File: src/rtl/fir_mac_seq.sv
// Sequencer for a single-MAC FIR: writes each new sample into a circular delay line,
// then walks the N+1 tap address pairs and strobes the accumulator and output register.
module fir_mac_seq #(
    parameter int N  = 10,
    parameter int AW = 4
) (
    input  logic          clk,
    input  logic          rst,
    input  logic          clk_en,
    input  logic          x_valid,
    output logic          x_we,
    output logic [AW-1:0] wr_ptr,
    output logic [AW-1:0] x_addr,
    output logic [AW-1:0] h_addr,
    output logic          acc_clr,
    output logic          acc_en,
    output logic          y_load,
    output logic          y_valid,
    output logic          busy,
    output logic          overrun
);

    typedef enum logic [1:0] {IDLE, MAC, DONE} state_t;

    localparam logic [AW-1:0] KMAX = AW'(N);
    localparam logic [AW:0]   NP1  = (AW+1)'(N + 1);

    state_t        state;
    logic [AW-1:0] k;
    logic [AW-1:0] head;
    logic [AW-1:0] x_hold;
    logic [AW-1:0] h_hold;
    logic [AW-1:0] x_tap;
    logic [AW:0]   x_wrap;

    // Circular index (head - k) mod (N+1); N+1 need not be a power of two,
    // so the wrap adds N+1 explicitly in a widened sum.
    always_comb begin
        x_wrap = {1'b0, head} + NP1 - {1'b0, k};
        if (k > head)
            x_tap = x_wrap[AW-1:0];
        else
            x_tap = head - k;
    end

    assign busy    = (state != IDLE);
    assign wr_ptr  = head;
    assign x_we    = (state == IDLE) & x_valid & clk_en;
    assign acc_en  = (state == MAC) & clk_en;
    assign acc_clr = acc_en & (k == '0);
    assign y_load  = (state == DONE) & clk_en;

    // Outside MAC the addresses replay the last tap used, so they never wander.
    assign h_addr  = (state == MAC) ? k     : h_hold;
    assign x_addr  = (state == MAC) ? x_tap : x_hold;

    always_ff @(posedge clk or posedge rst) begin
        if (rst) begin
            state   <= IDLE;
            k       <= '0;
            head    <= '0;
            x_hold  <= '0;
            h_hold  <= '0;
            y_valid <= 1'b0;
            overrun <= 1'b0;
        end else if (clk_en) begin
            y_valid <= (state == DONE);
            if (x_valid && state != IDLE)
                overrun <= 1'b1;
            case (state)
                IDLE: begin
                    if (x_valid) begin
                        state <= MAC;
                        k     <= '0;
                    end
                end
                MAC: begin
                    h_hold <= k;
                    x_hold <= x_tap;
                    if (k == KMAX)
                        state <= DONE;
                    else
                        k <= k + 1'b1;
                end
                DONE: begin
                    head  <= (head == KMAX) ? '0 : head + 1'b1;
                    state <= IDLE;
                end
                default: state <= IDLE;
            endcase
        end
    end

endmodule

File: config.mk
export PLATFORM = sky130hd
export DESIGN_NAME = fir_mac_seq
export DESIGN_NICKNAME = d
export VERILOG_FILES = /design/src/rtl/fir_mac_seq.sv
export SDC_FILE = /design/constraint.sdc
export NUM_CORES = 1
export LEC_CHECK = 0
export CAP_MARGIN = 20
export CORE_MARGIN = 2
export CORE_UTILIZATION = 47
export DETAILED_ROUTE_END_ITERATION = 8
export GPL_TIMING_DRIVEN = 0
export PLACE_DENSITY = 0.75
export SLEW_MARGIN = 20
export SYNTH_ARGS = -nofsm -noshare
export SYNTH_HDL_FRONTEND = slang
export SYNTH_SLANG_ARGS = --single-unit
File: constraint.sdc
create_clock -name clk -period 2.1 [get_ports clk]
set_input_delay 0.21 -clock clk [delete_from_list [all_inputs] [get_ports clk]]
set_output_delay 0.21 -clock clk [all_outputs]
set_load 0.01 [all_outputs]
# Word-level counts from Yosys, hierarchy flattened
# Cells that the tools add are included.
# classes
n_eq_ne	7
reduce_logical	9
bitwise_logic	5
n_lt_le_gt_ge	1
addsub	5
n_mux	10
# ops
operator	count
$mux 4	6
$add 4x1->4 const B	2
$eq 4x4->1 const B	2
$pmux 4 s2	1
$sub 4x4->4	2
$and 1x1->1	5
$add 4x4->4 const B	1
$gt 4x4->1	1
$logic_not 4->1	1
$mux 2	2
$ne 2x2->1 const B	2
$pmux 2 s2	1
$reduce_and 2->1	2
$reduce_and 4->1	1
$reduce_bool 2->1	2
$reduce_and 3->1	1
$eq 2x1->1 const B	1
$eq 2x2->1 const B	1
$logic_not 2->1	1
$ne 2x1->1 const B	1
$logic_and 1x1->1	1
# word_totals
in_bits	4
reg_bits	20
elab_cells	44

# Longest topological paths before layout
# Gate-level depths: netlist (run 1).
# logic_depth
ltp_word	4
ltp_mapped	8
depth_no_buf	8

# Worst setup path before layout (run 1)
# No wires, ideal clock.
# synth_timing
path_kind	register to output
startpoint	register k[1]
endpoint	output x_addr[3]
path_stages_with_launch	9
n_path_buf	0
arrival_ps	2188
path_slack_ps	-298
required_time_ps	1890
cell_sequence	dfrtp_1 -> inv_1 -> ha_1 -> ha_1 -> fa_1 -> xor2_1 -> nor4_1 -> a211oi_1 -> a31oi_1
# synth_between
elab_chain_cells	3
# synth_rtl
item	line_no	text
start: declaration	29	logic [AW-1:0] k;
start signal: assignment	83	k <= k + 1'b1;
$sub 4x4->4, or another cell as far along	43	x_tap = head - k;
$mux 4 (*)	40	if (k > head)
$mux 4 (*)	-	
end: declaration	13	output logic [AW-1:0] x_addr,
# Mark *: on every way between the ends. The rest lies on a longest branch, timed or not.

# Worst setup path in the final report (run 1)
# layout_timing
startpoint	register k[0]
endpoint	output x_addr[2]
# The elaborated chain is that of the path after synthesis.

==> impl_metrics.json, run 1 <==
{
  "use_met3": 0.05134,
  "max_freq_ghz": 0.3996,
  "drtPass1Iterations": 4,
  "synth_most_common_cell": "dfrtp_1",
  "end_kind": "primary output",
  "area_growth_pct": 45.05,
  "rows": 19,
  "gp_congestion": 0.8599,
  "worstHoldPathType": "in2async",
  "reg2regPathDepth": 9,
  "tightest_slew_ps": 781.1,
  "setup_tns_ps": -1510,
  "clockBufferDepth": 2,
  "num_vias": 1262,
  "setup_viol": 4,
  "clk_latency_ps": 310,
  "vias_per_cell": 5.487,
  "avgRoutedWirePerCell_um": 15.21,
  "htree_levels": 1,
  "dieArea_um2": 3348,
  "async_reset_ff_frac": 1.000,
  "die_h_um": 57.87,
  "p_leak_nw": 0.9216,
  "grt_remaining_overflow": 0,
  "grt_use_met2": 0.3604,
  "ys_warn_count": 0,
  "peakVddDrop_uv": 1248,
  "core_um2": 2758,
  "clkTransAtPathRegs_ps": 120,
  "drive_gt1_frac": 0.3518,
  "setup_ws_ps": -402.7,
  "violations": "setup timing",
  "yosysUniqueCellTypes": 37,
  "ant_nets": 0,
  "synth_enable_flop_cells": 0,
  "grt_pass1_wl_mm": 5.561,
  "reg2reg_slack_ps": 110,
  "rr_startpoint": "k[0]$_DFFE_PP0P_",
  "die_w_um": 57.87,
  "skew_ps": 11.32,
  "reg2reg_to": "x_hold[0]$_DFFE_PP0P_",
  "cts-root-buf": "clkbuf_4",
  "cts_tree": "built",
  "synth-main-ff-cell": "dfrtp_1",
  "num_antenna_cells": 0,
  "arrival_ps": 2290,
  "synth_seq_cells": 20,
  "drt_iter0_markers": 44,
  "final_core_util": 0.7173,
  "period_needed_ps": 2503,
  "wl_mm": 3.498,
  "globalRouteMet1Util": 0.2888,
  "ys_top_cells_by_area": "dfrtp_1 (37%), ha_1 (10%), o21ai_0 (6.6%)",
  "placed_cell_area_um2": 1665,
  "cts_buffers": 3,
  "slew_headroom": 0.4787,
  "nets": 217,
  "power_density_nw_per_um2": 1818,
  "first_global_vias": 1174,
  "crit_type": "reg2out",
  "hpwl_mm": 2.332,
  "crit_path_start_kind": "flop",
  "grt_start_max_net_pins": 21,
  "drc_errors": 0,
  "post-route-period-util": 1.192,
  "start_util": 0.4946,
  "hold_viol_final": 0,
  "syn_area_um2": 1364,
  "maxCapViolations": 0,
  "status": "finished, violations left",
  "syn_inst": 150,
  "grtUsageTotal": 0.2177,
  "yosys.area.top_type": "dfrtp_1",
  "ys_seq_area_frac": 0.3670,
  "io_buffers": 22,
  "io_pins": 23,
  "rsz0062_at_grt": "yes",
  "antenna_found_initial": 0,
  "final_area_um2": 1978,
  "drv_slew": 0,
  "worst_ep_required_time_ps": 1890,
  "syn_nets": 167,
  "grt.busiest_layer": "met2",
  "synth.top_cell.area_share": 0.3670,
  "synth_common_cells": "dfrtp_1 (20), o21ai_0 (18), nand2_1 (17)",
  "critical_path.max_fanout": 4,
  "avgSynthCellArea_um2": 9.092,
  "clock_sinks": 20
}
[timing repair]
| action | 4_1_cts | 5_1_grt |
|---|---|---|
| endpoints found under the setup margin | 11 | 8 |
| pin swaps | 7 | 5 |
| resized for setup | 36 | 13 |
| hold buffers | 0 | 0 |
| setup buffers | 14 | 9 |
[kinds of logic (layout without fill, tap and decap cells)]
kind of cell,count (synthesis),after routing,synth area share
fa+ha+maj,13,13,0.1303
mux,2,2,0.01651
compound gates,45,45,0.2165
xor+xnor,3,3,0.01927
simple gates,47,47,0.1872
flops,20,20,0.3670
buf+inv,20,69,0.06330
[cell usage in the layout (no fill, tap or decap), types with 2 or more instances in the layout]
master           synthesis  routed
nor3_1                   3       3
nand3_1                  2       2
buf_2                    3       4
ha_4                     0       5
nand3b_1                 2       2
dfrtp_1                 20      16
buf_6                    1       4
nor2_1                  11      11
dlymetal6s2s_1           0       3
o21a_1                   3       3
inv_4                    0       2
xnor2_1                  2       2
o31ai_1                  6       5
ha_1                    11       5
nand4_1                  2       2
dlygate4sd2_1            0       2
inv_2                    2       5
clkbuf_4                 0       4
fa_2                     0       2
inv_1                   14       9
buf_4                    0      22
a211oi_2                 0       3
o22ai_1                  2       2
nand2_1                 17      17
a31oi_1                  3       3
dfrtp_2                  0       4
clkdlybuf4s50_1          0      12
nor2b_4                  2       2
a22o_1                   4       4
o21ai_0                 18      18
[state kept, by name (all words and copies together), names as in the netlist]
signal   count
x_hold       4
overrun      1
wr_ptr       4
y_valid      1
k            4
h_hold       4
state        2
[metrics by stage]
| step | cells | total power [mW] | worst slack, ps | hold WS [ps] |
|---|---|---|---|---|
| global placement | 203 | 2.720 | -666.8 | 462.8 |
| finish | 230 | 3.597 | -402.7 | 322.1 |
| detailed placement | 203 | 2.808 | -701.9 | 465.8 |
| floorplan | 150 | 2.035 | -104.7 | 173.7 |
| global route | 230 | 3.840 | -557.3 | 400.6 |
| CTS | 221 | 3.364 | -404.4 | 351.5 |
[per-layer routing]
metal	routed length, um	vias up
li1	-	625
met1	1603	601
met2	1702	32
met3	166	4
met4	26	0
met5	0	-
[worst max path at each step]
| stage | slack, ps | depth (start not counted) | to | from |
|---|---|---|---|---|
| finish | -400 | 9 | x_addr[2] | k[0]$_DFFE_PP0P_ |
| global route | -560 | 10 | x_addr[3] | k[0]$_DFFE_PP0P_ |
| CTS | -400 | 8 | x_addr[3] | k[2]$_DFFE_PP0P_ |
| detailed placement | -700 | 9 | x_addr[3] | k[1]$_DFFE_PP0P_ |
| global placement | -670 | 9 | x_addr[3] | k[1]$_DFFE_PP0P_ |
| floorplan | -100 | 8 | x_addr[3] | k[1]$_DFFE_PP0P_ |
[cell type report]
cell class / instances / area, um2
Timing Repair Buffer: 45 / 391.6
Buffer: 4 / 31.28
Clock buffer: 4 / 36.28
Sequential cell: 20 / 505.5
Inverter: 16 / 65.06
Tap cell: 31 / 38.79
Multi-Input combinational cell: 110 / 909.6
Fill cell: 197 / 779.5
[where the power goes]
part	internal [mW]	switching [mW]	leakage (nW)
Sequential	0.548	0.127	0.232
Combinational	1.38	1.31	0.669
Clock	0.106	0.125	0.0210
Total	2.03	1.57	0.922
[critical path, cell delays in order (launching register included)]
cell	delay (ps)
dfrtp_1	440
buf_6	140
inv_4	50
ha_4	130
ha_4	120
fa_2	430
a211oi_2	200
nor2_1	90
mux2_4	260
buf_6	120
(Power assumes the default switching activity.)
==> inputs of run 2 (changes only) <==
Settings changed: CORE_UTILIZATION 47 to 52, PLACE_DENSITY 0.75 to 0.78.
Clock period 2.1 ns to 2.5 ns, I/O delays scaled along.
==> run 2 against run 1 <==
Effect of this change:
- the run still ends with setup timing left
- flip-flop and latch count did not move
- via count rose by 7.4%
- critical endpoint is now x_addr[3]
- core utilization rose by 5.1 points
- clock power fell by 14%
- register-to-register slack improved by 30 ps
==> impl_metrics.json, run 2 (synthesized netlist as in run 1, its figures left out) <==
{
  "dieArea_um2": 3048,
  "rsz0062_at_grt": "yes",
  "grt_pass1_wl_mm": 6.134,
  "period_needed_ps": 2653,
  "end_kind": "primary output",
  "maxCapViolations": 0,
  "max_freq_ghz": 0.3770,
  "power_mw": 3.150,
  "skew_ps": 6.709,
  "met1Wirelength_mm": 1.639,
  "wl_met2_mm": 1.834,
  "wl_mm": 3.905,
  "area_growth_pct": 39.54,
  "avgRoutedWirePerCell_um": 17.59,
  "fin_hold_ws_ps": 378.9,
  "io_buffers": 22,
  "wl_met3_um": 261,
  "htree_levels": 1,
  "die_w_um": 55.21,
  "final_cells": 222,
  "dr.max_layer_used": "met4",
  "arrival_ps": 2400,
  "place_inst": 202,
  "clockBufferDepth": 2,
  "nets": 210,
  "violations": "setup timing",
  "clkTransAtPathRegs_ps": 130,
  "cts_buffers": 3,
  "num_antenna_cells": 0,
  "final_area_um2": 1903,
  "peakVddDrop_uv": 1484,
  "critical_path.max_fanout": 2,
  "drv_slew": 0,
  "clk_latency_ps": 310,
  "cts-root-buf": "clkbuf_4",
  "crit_type": "reg2out",
  "antenna_found_initial": 0,
  "tightest_slew_ps": 789.3,
  "drive_gt1_frac": 0.3229,
  "grt_remaining_overflow": 0,
  "rr_startpoint": "wr_ptr[1]$_DFFE_PP0P_",
  "core_um2": 2477,
  "clock_sinks": 20,
  "num_vias": 1355,
  "ctsHoldBuffers": 0,
  "hold_viol_final": 0,
  "rows": 18,
  "first_global_vias": 1325,
  "die_h_um": 55.21,
  "grtUsageTotal": 0.2514,
  "gp_congestion": 0.7869,
  "setup_viol": 4,
  "post-route-period-util": 1.061,
  "final_cell_mix": "o21ai_0 (18), clkdlybuf4s50_1 (18), nand2_1 (17), dfrtp_1 (17), buf_4 (14)",
  "drtPass1Iterations": 4,
  "drt_iter0_markers": 48,
  "place_ws_ps": -650.0,
  "crit_start": "k[1]$_DFFE_PP0P_",
  "drc_errors": 0,
  "vias_per_cell": 6.104,
  "setup_ws_ps": -152.7,
  "start_util": 0.5505,
  "power_density_nw_per_um2": 1655,
  "crit_path_start_kind": "flop",
  "cts_tree": "built",
  "grt_start_max_net_pins": 21,
  "ant_nets": 0,
  "p_leak_nw": 0.8547,
  "slew_headroom": 0.4732,
  "placed_cell_area_um2": 1622,
  "status": "finished, violations left",
  "worst_ep_required_time_ps": 2250,
  "io_pins": 23,
  "hpwl_mm": 2.355,
  "worstHoldPathType": "in2async"
}
run 2: final timing paths:
check | slack (ps) | depth (start not counted) | end
worst max-delay path | -150 | 9 | x_addr[3]
worst min-delay path | 380 | 2 | wr_ptr[3]$_DFFE_PP0P_
worst max register to register | 140 | 9 | x_hold[2]$_DFFE_PP0P_
worst min register to register | 500 | 1 | overrun$_DFFE_PP0P_
max in group asynchronous | 1580 | 2 | k[1]$_DFFE_PP0P_
min in group clk | 500 | 1 | overrun$_DFFE_PP0P_
run 2: critical path: stages (launching register included):
cell and delay [ps]:
dfrtp_2 460, inv_4 70, ha_4 210, ha_4 150, fa_2 350, xor2_2 170, nor4_2 290, a211oi_2 70
a31oi_1 170, buf_2 150
run 2: power by group:
part | internal [mW] | switching [mW] | leakage [nW]
combinational | 1.21 | 1.16 | 0.600
sequential | 0.459 | 0.120 | 0.234
clock | 0.0888 | 0.111 | 0.0210
run 2: cell type report:
cell class / instances / area, um2
well taps: 30 / 37.54
plain buffers: 4 / 26.28
flip-flops and latches: 20 / 504.2
multi-input cells: 110 / 902.1
fillers: 174 / 574.3
inverters: 16 / 62.56
repair buffers: 38 / 334.1
clock buffers: 4 / 36.28
run 2: timing repair:
action | CTS | global route
endpoints found under the hold margin | 0 | 0
resized for setup | 43 | 5
setup endpoints to repair | 4 | 5
buffers inserted | 16 | 3
pin swaps | 11 | 8
run 2: stage by stage:
step	util	setup TNS (ps)
3_3_place_gp	0.6545	-1330
6_report	0.7682	-297.4
5_1_grt	0.7682	-640.3
3_5_place_dp	0.6545	-1564
4_1_cts	0.7571	-168.5
2_1_floorplan	-	0
run 2: routing by layer:
metal	GRT usage	vias to the layer above
li1	-	613
met1	0.3017	652
met2	0.4235	72
met3	0.05621	18
met4	0.1220	0
met5	0	-
==> inputs of run 3 (changes only) <==
Settings changed: CORE_UTILIZATION 52 to 56, PLACE_DENSITY 0.78 to 0.84, RECOVER_POWER from default to 100.
Clock period 2.5 ns to 3.1 ns, I/O delays scaled along.
==> run 3 against run 2 <==
Effect of this change:
- the flow now finishes without violations
- total power shrank 39%
- highest routed layer is now met3
- sequential share of layout area up 3.7 points
- critical path depth did not move
- clock skew hardly changed
- clock power shrank 40%
- critical endpoint unchanged
- non-clock buffer count shrank 11
- core utilization shrank 3.0 points
- register-to-register slack improved by 730 ps
==> impl_metrics.json, run 3 (synthesized netlist as in run 1, its figures left out) <==
{
  "start_util": 0.6049,
  "drt_iter0_markers": 19,
  "hold_viol_final": 0,
  "wl_mm": 3.049,
  "globalRouteMet1Util": 0.3237,
  "grt.busiest_layer": "met2",
  "antenna_found_initial": 0,
  "gp_congestion": 0.8252,
  "status": "finished, final reports clean",
  "power_mw": 1.918,
  "crit_path_start_kind": "flop",
  "skew_ps": 6.355,
  "drive_gt1_frac": 0.1167,
  "num_antenna_cells": 0,
  "vias_per_cell": 5.784,
  "power_density_nw_per_um2": 1151,
  "final_cell_mix": "o21ai_0 (19), nand2_1 (18), dfrtp_1 (18)",
  "io_pins": 23,
  "io_buffers": 22,
  "drv_slew": 0,
  "grt_use_met2": 0.4588,
  "tightest_slew_ps": 735.9,
  "core_um2": 2255,
  "arrival_ps": 2720,
  "num_vias": 1203,
  "p_leak_nw": 0.7596,
  "worstHoldPathType": "reg2reg",
  "ant_nets": 0,
  "worst_ep_required_time_ps": 2790,
  "cts-root-buf": "clkbuf_4",
  "rsz0062_at_grt": "no",
  "setup_viol": 0,
  "end_kind": "primary output",
  "reg2reg_slack_ps": 870,
  "final_common_cell": "o21ai_0",
  "drc_errors": 0,
  "cts_tree": "built",
  "dieArea_um2": 2846,
  "final_area_um2": 1665,
  "die_h_um": 53.35,
  "crit_chain": "inv_4, ha_4, ha_1, fa_1, xor2_1, nor4_1, a211oi_1, a31oi_1, dlygate4sd2_1",
  "nets": 199,
  "crit_type": "reg2out",
  "peakVddDrop_uv": 714.4,
  "post-route-period-util": 0.9778,
  "drtPass1Iterations": 4,
  "critical_path.max_fanout": 7,
  "hpwl_mm": 2.236,
  "avgRoutedWirePerCell_um": 14.66,
  "max_freq_ghz": 0.3299,
  "clkTransAtPathRegs_ps": 100,
  "clk_latency_ps": 300,
  "placed_cell_area_um2": 1619,
  "die_w_um": 53.35,
  "area_growth_pct": 22.11,
  "grt_remaining_overflow": 0,
  "grtUsageTotal": 0.2584,
  "first_global_vias": 1272,
  "htree_levels": 1,
  "final.fill_count": 188,
  "grt_start_max_net_pins": 21,
  "slew_headroom": 0.5089,
  "max_stage_delay_ps": 440,
  "period_needed_ps": 3031,
  "clock_sinks": 20,
  "grt_pass1_wl_mm": 5.423,
  "slowest_stage": "dfrtp_2",
  "clockBufferDepth": 2,
  "cts_buffers": 3,
  "maxCapViolations": 0,
  "use_met3": 0.04520,
  "rows": 17
}
-- run 3: cell count changes in the layout (fill, tap and decap cells not counted), sizes merged --
cell | before | now
clkdlybuf4s50 | 18 | 3
clkbuf | 4 | 8
dlygate4sd3 | 0 | 15
buf | 24 | 6
dlygate4sd2 | 0 | 1
dlymetal6s4s | 0 | 1
-- run 3: path summary, 6_finish.rpt --
check	from	end	cells after the start
max in group asynchronous	rst	wr_ptr[1]$_DFFE_PP0P_	2
worst max register to register	k[1]$_DFFE_PP0P_	x_hold[3]$_DFFE_PP0P_	8
min in group asynchronous	rst	h_hold[0]$_DFFE_PP0P_	2
worst min-delay path	overrun$_DFFE_PP0P_	overrun$_DFFE_PP0P_	1
worst max-delay path	k[1]$_DFFE_PP0P_	x_addr[3]	9
worst min register to register	overrun$_DFFE_PP0P_	overrun$_DFFE_PP0P_	1
-- run 3: cell type report --
type,instances,area [um2],share of cell area
inverters,16,62.56,0.03757
well taps,28,35.03,0.02104
flip-flops and latches,20,503.0,0.3020
multi-input cells,110,779.5,0.4681
clock buffers,3,22.52,0.01352
repair buffers,27,246.5,0.1480
plain buffers,4,16.27,0.009767
-- run 3: layer usage --
layer / part of all wire / up-vias
met5: 0 / -
met3: 0.047 / 0
met4: 0 / 0
met2: 0.51 / 38
met1: 0.45 / 576
li1: - / 589
-- run 3: stage by stage --
step | TNS (ps) | worst slack (ps) | hold slack [ps] | util | cells
finish | 0 | 68.95 | 486.9 | 0.7386 | 208
global route | 0 | 18.82 | 516.4 | 0.7386 | 208
CTS | 0 | 3.987 | 455.4 | 0.7508 | 206
detailed placement | -145.9 | -145.9 | 466.0 | 0.7181 | 200
global placement | -4.844 | -4.844 | 461.4 | 0.7181 | 200
floorplan | 0 | 602.1 | 273.8 | - | 150
-- run 3: critical path: cells and delay by family, from the launching register on --
| family | cells | cell delay, ps |
|---|---|---|
| buffers and inverters | 2 | 380 |
| XOR/XNOR | 1 | 190 |
| adder cells (fa/ha/maj) | 3 | 810 |
| AO/OA/AOI/OAI | 2 | 280 |
| AND/OR/NAND/NOR | 1 | 310 |
| flip-flops | 1 | 440 |
-- run 3: where the power goes --
group / leakage, nW / internal [mW] / switching, mW
clock network: 0.0138 / 0.0453 / 0.0749
registers: 0.234 / 0.370 / 0.0802
logic: 0.511 / 0.620 / 0.728
total: 0.760 / 1.03 / 0.883
-- run 3: repair_timing --
action	4_1_cts	5_1_grt
hold buffers	0	0
buffers inserted	3	2
endpoints found under the setup margin	4	4
gates resized for setup	7	7
pin swaps	1	2
hold endpoints to repair	0	0
